$ cat src/rtl/mult_pipe_elastic.sv
`default_nettype none
// ============================================================================
// Module   : mult_pipe_elastic
// Brief    : Elastic radix-2^SHIFT pipelined multiplier with CDB request/grant handshake.
// Revision : 1.0 - initial release
// ============================================================================
module mult_pipe_elastic #(
  parameter int XLEN   = 32,
  parameter int STAGES = 4,
  parameter int META_W = 32
) (
  input  logic              clock,
  input  logic              reset,
  input  logic              start,
  output logic              ready,
  input  logic [XLEN-1:0]   rs1,
  input  logic [XLEN-1:0]   rs2,
  input  logic [1:0]        func,
  input  logic [META_W-1:0] meta_in,
  input  logic              flush,
  input  logic              grant,
  output logic              request,
  output logic [META_W-1:0] req_meta,
  output logic              done,
  output logic [XLEN-1:0]   result,
  output logic [META_W-1:0] meta_out,
  output logic              busy
);

  localparam int c_W     = 2 * XLEN;
  localparam int c_SHIFT = c_W / STAGES;

  // func encoding shared with the issue logic
  localparam logic [1:0] c_FUNC_MUL    = 2'd0;
  localparam logic [1:0] c_FUNC_MULH   = 2'd1;
  localparam logic [1:0] c_FUNC_MULHSU = 2'd2;
  localparam logic [1:0] c_FUNC_MULHU  = 2'd3;

  logic [STAGES-1:0] r_valid;
  logic [c_W-1:0]    r_sum    [STAGES];
  logic [c_W-1:0]    r_mcand  [STAGES-1];
  logic [c_W-1:0]    r_mplier [STAGES-1];
  logic [1:0]        r_func   [STAGES];
  logic [META_W-1:0] r_meta   [STAGES];

  logic [STAGES-2:0] w_adv;
  logic [STAGES-1:0] w_valid_nx;
  logic [STAGES-1:0] w_load;
  logic              w_accept;
  logic              w_mcand_sx;
  logic              w_mplier_sx;
  logic [c_W-1:0]    w_mcand_ext;
  logic [c_W-1:0]    w_mplier_ext;
  logic [c_W-1:0]    w_sum_src    [STAGES];
  logic [c_W-1:0]    w_mcand_src  [STAGES];
  logic [c_W-1:0]    w_mplier_src [STAGES];
  logic [c_W-1:0]    w_partial    [STAGES];
  logic [1:0]        w_func_src   [STAGES];
  logic [META_W-1:0] w_meta_src   [STAGES];

  assign w_mcand_sx   = (func == c_FUNC_MUL) || (func == c_FUNC_MULH) || (func == c_FUNC_MULHSU);
  assign w_mplier_sx  = (func != c_FUNC_MULHSU) && (func != c_FUNC_MULHU);
  assign w_mcand_ext  = {{XLEN{w_mcand_sx & rs1[XLEN-1]}}, rs1};
  assign w_mplier_ext = {{XLEN{w_mplier_sx & rs2[XLEN-1]}}, rs2};

  // Advance chain resolved from the tail; only the request stage waits on grant.
  always_comb begin
    w_adv = '0;
    w_adv[STAGES-2] = r_valid[STAGES-2] & grant;
    for (int k = STAGES - 3; k >= 0; k--) begin
      w_adv[k] = r_valid[k] & (~r_valid[k+1] | w_adv[k+1]);
    end
  end

  assign ready    = ~r_valid[0] | w_adv[0];
  assign w_accept = start & ready & ~flush;

  always_comb begin
    w_valid_nx    = '0;
    w_valid_nx[0] = w_accept | (r_valid[0] & ~w_adv[0]);
    for (int k = 1; k < STAGES - 1; k++) begin
      w_valid_nx[k] = w_adv[k-1] | (r_valid[k] & ~w_adv[k]);
    end
    w_valid_nx[STAGES-1] = w_adv[STAGES-2];
  end

  always_ff @(posedge clock) begin
    if (reset || flush) begin
      r_valid <= '0;
    end else begin
      r_valid <= w_valid_nx;
    end
  end

  generate
    for (genvar k = 0; k < STAGES; k++) begin : g_stage
      if (k == 0) begin : g_head
        assign w_load[k]       = w_accept;
        assign w_sum_src[k]    = '0;
        assign w_mcand_src[k]  = w_mcand_ext;
        assign w_mplier_src[k] = w_mplier_ext;
        assign w_func_src[k]   = func;
        assign w_meta_src[k]   = meta_in;
      end else begin : g_body
        assign w_load[k]       = w_adv[k-1];
        assign w_sum_src[k]    = r_sum[k-1];
        assign w_mcand_src[k]  = r_mcand[k-1];
        assign w_mplier_src[k] = r_mplier[k-1];
        assign w_func_src[k]   = r_func[k-1];
        assign w_meta_src[k]   = r_meta[k-1];
      end
      assign w_partial[k] = {{(c_W-c_SHIFT){1'b0}}, w_mplier_src[k][c_SHIFT-1:0]} * w_mcand_src[k];
    end
  endgenerate

  // The final stage only accumulates, so it carries no operand registers.
  always_ff @(posedge clock) begin
    if (reset) begin
      for (int k = 0; k < STAGES; k++) begin
        r_sum[k]  <= '0;
        r_func[k] <= '0;
        r_meta[k] <= '0;
      end
      for (int k = 0; k < STAGES - 1; k++) begin
        r_mcand[k]  <= '0;
        r_mplier[k] <= '0;
      end
    end else begin
      for (int k = 0; k < STAGES; k++) begin
        if (w_load[k]) begin
          r_sum[k]  <= w_sum_src[k] + w_partial[k];
          r_func[k] <= w_func_src[k];
          r_meta[k] <= w_meta_src[k];
        end
      end
      for (int k = 0; k < STAGES - 1; k++) begin
        if (w_load[k]) begin
          r_mcand[k]  <= w_mcand_src[k] << c_SHIFT;
          r_mplier[k] <= w_mplier_src[k] >> c_SHIFT;
        end
      end
    end
  end

  assign request  = r_valid[STAGES-2];
  assign req_meta = r_meta[STAGES-2];
  assign done     = r_valid[STAGES-1];
  assign meta_out = r_meta[STAGES-1];
  assign result   = (r_func[STAGES-1] == c_FUNC_MUL) ? r_sum[STAGES-1][XLEN-1:0]
                                                     : r_sum[STAGES-1][c_W-1:XLEN];
  assign busy     = |r_valid;

endmodule
`default_nettype wire
$ cat config.mk
export PLATFORM = sky130hd
export DESIGN_NAME = mult_pipe_elastic
export DESIGN_NICKNAME = d
export VERILOG_FILES = /design/src/rtl/mult_pipe_elastic.sv
export SDC_FILE = /design/constraint.sdc
export NUM_CORES = 2
export LEC_CHECK = 0
export ABC_AREA = 1
export BUFFER_PORTS_ARGS = -buffer_cell sky130_fd_sc_hd__buf_2
export CORE_MARGIN = 2
export CORE_UTILIZATION = 46
export DETAILED_ROUTE_END_ITERATION = 8
export GPL_TIMING_DRIVEN = 0
export PLACE_DENSITY_LB_ADDON = 0.08
export SYNTH_ARGS = -nofsm -noshare
export SYNTH_HDL_FRONTEND = slang
export SYNTH_SLANG_ARGS = --single-unit
$ cat constraint.sdc
create_clock -name clock -period 12.6 [get_ports clock]
set_input_delay 1.89 -clock clock [delete_from_list [all_inputs] [get_ports clock]]
set_output_delay 1.89 -clock clock [all_outputs]
set_load 0.05 [all_outputs]
==> flow_summary.ini <==
[run_status]
status = completed

[global_route]
grt_use_total_pct = 29.0
overflow = 0
grt_max_degree = 71
antenna_found_initial = 9
grt_first_pass_wirelength_um = 338000
grt_pass1_vias = 55600

[floorplan]
boundaryPins = 203
die_area_sq_um = 156000
core_area_sq_um = 152000
start_util_pct = 46.2
rows = 143
fp.dieW_um = 394
die_y_um = 394

[sta]
min_period_over_period_pct = 68.5
period_minus_slack_ps = 8640
drv_slew = 0
hold_viol = 0
max_slew_margin_pct = 2.96
setup_violations = 0
finClkSkew_ps = 38.3
fin_hold_ws_ps = 523
setup_slack_ps = 3960
grt_setup_unrepaired = no
fin_tns_setup_ps = 0
max_freq_mhz = 116
tightest_slew_ps = 1460

[synthesis]
ys_top_cells_by_area = fa_1 (38%), edfxtp_1 (20%), inv_1 (14%), nand2_1 (9.8%), ha_1 (5.5%)
syn-num-nets = 10100
yosysTopAreaCellShare_pct = 38.4
synth_area_sq_um = 70100
synth.avg_cell_area_sq_um = 8.40
synth_top_area_cell = fa_1
ys_async_sr_fraction_pct = 0
synth.top_cells.by_count = inv_1 (2696), nand2_1 (1834), fa_1 (1345), nor2_1 (666), edfxtp_1 (478)
synth_edf_count = 478
ys_seq_area_share_pct = 20.6
synth.most_common_cell = inv_1
synth_warnings = 0
syn_inst = 8351
synth-seq-cells = 482
synth_cell_type_count = 45
ys.flop_type = edfxtp_1

[clock_tree]
cts_buffer_depth = 3
clk_latency_ps = 670
htree_num_levels = 2
path_clk_slew_ps = 60
post_cts_buffers = 0
root_buffer = clkbuf_16
postCtsHoldBufs = 0
cts.repair.resized = 0
cts-buffers-inserted = 55
cts_sinks = 482
tritoncts = built

[worst_setup_path]
crit_type = input pin to register
critPathArrivalTime_ps = 9050
cp_cell_sequence = buf_2, nand2_1, nand2_1, inv_1, nand2_1, fa_1, inv_1, fa_1, fa_1, fa_1, fa_1, inv_1, fa_1, inv_1, ha_1, nand2_1, nor2_1, nand2_1, nor3_1, nand3_1, nand3_1, nand2_1, nand2_1, nor2_1
end_kind = register
cp.required_ps = 13020
max_stage_delay_ps = 780
cp_max_fo = 10
cpMostUsedCell = nand2_1
critPathLaunchType = input pin
crit_slowest_cell = fa_1

[cells_and_area]
multi_input_area_sq_um = 44400
regArea_sq_um = 14400
syn2layout_area_growth_pct = 7.39
nFillCells = 15100
drive_above_1_share_pct = 4.06
final_nets = 10300

[place]
dp_hpwl_um = 185000
portBuffers = 163
gp_congestion = 0.970
pre_cts_ws_ps = 3420

[worst_hold_path]
hp-class = register to register

[drt]
vias = 52600
drc = 0
dr.first_iter.drc_count = 4097
wire_per_inst_um = 20.6
viasPerCell = 4.94
ant_nets = 0
firstDrtPassIters = 7
wirelength_um = 220000

[flow_run]
drv_cap = 0
per-stage QoR:
step | utilization (%) | std cells | cell area (sq um)
6_report | 49.6 | 10600 | 75300
5_1_grt | 49.6 | 10600 | 75300
4_1_cts | 49.6 | 10600 | 75300
3_5_place_dp | 48.5 | 10500 | 73600
3_3_place_gp | 48.4 | 10500 | 73500
2_1_floorplan | - | 8351 | 70100
final timing paths:
kind | startpoint | endpoint | slack (ps) | cells after the start
max | func[1] | r_sum[0][40] | 3960 | 24
max reg2reg | r_mplier[0][4] | r_sum[1][63] | 4660 | 23
min reg2reg | r_valid[1] | r_valid[2] | 520 | 2
min | r_valid[1] | r_valid[2] | 520 | 2
flip-flops by register name (all words and copies together), names as in the netlist:
signal and cells:
r_func 8, r_meta 128, r_valid 4, r_mplier 19
r_mcand 81, r_sum 242
critical path: cells and delay by family:
family / cells / cell delay [ps]
fa+ha+maj: 7 / 3750
simple gates: 12 / 2610
buf+inv: 5 / 770
cell type report:
type                    instances  area share (%)
inverters                    2701            13.5
plain buffers                 310            1.64
well taps                    2030            3.37
multi-input cells            4858            58.9
diodes                          3         0.00997
flip-flops and latches        482            19.2
clock inverters                30           0.327
clock buffers                  67            1.89
repair buffers                167            1.23
routing by layer:
| layer | vias to the layer above | part of all wire [%] | global-route usage [%] |
|---|---|---|---|
| li1 | 24100 | - | - |
| met1 | 26400 | 43 | 40.2 |
| met2 | 1742 | 45 | 46.5 |
| met3 | 361 | 7.5 | 4.76 |
| met4 | 2 | 4.0 | 10.0 |
| met5 | - | 0.0059 | 0 |
layout by cell type, fill, tap and decap left out, types with 6 or more instances in the layout:
cell type  Yosys  layout
nand2_2        7       8
a21oi_1      226     226
nand2_1     1834    1828
xor2_1         6       6
ha_1         311     311
nor3_1        18      18
edfxtp_1     478     478
o21bai_1      16      16
o21ai_0      120     120
clkinv_1       0      12
xnor2_1        7       7
nand3_1      153     153
clkbuf_16      0      55
a21o_1        14      14
inv_1       2696    2696
buf_4         11      11
nand3b_1       8       8
buf_1          9       9
nor2_1       666     666
clkbuf_1     268     280
buf_2         22     185
mux2_2        32      32
fa_1        1345    1345
nand4_1       18      18
o21a_1        31      31
cells by family (layout without fill, tap and decap cells):
kind of cell,after synthesis,count (layout),synth area share (%)
muxes,32,32,0.514
other,0,3,0
AOI/OAI and AO/OA,431,431,3.40
adders and majority gates,1656,1656,43.9
xor gates and xnor gates,13,13,0.162
DFF,482,482,20.6
buffers and inverters,3011,3275,16.2
and+or+nand+nor,2726,2726,15.2
Power is left out: the tool's default activity adds up to more than one toggle a clock period on the data nets, which glitch-free logic cannot reach.
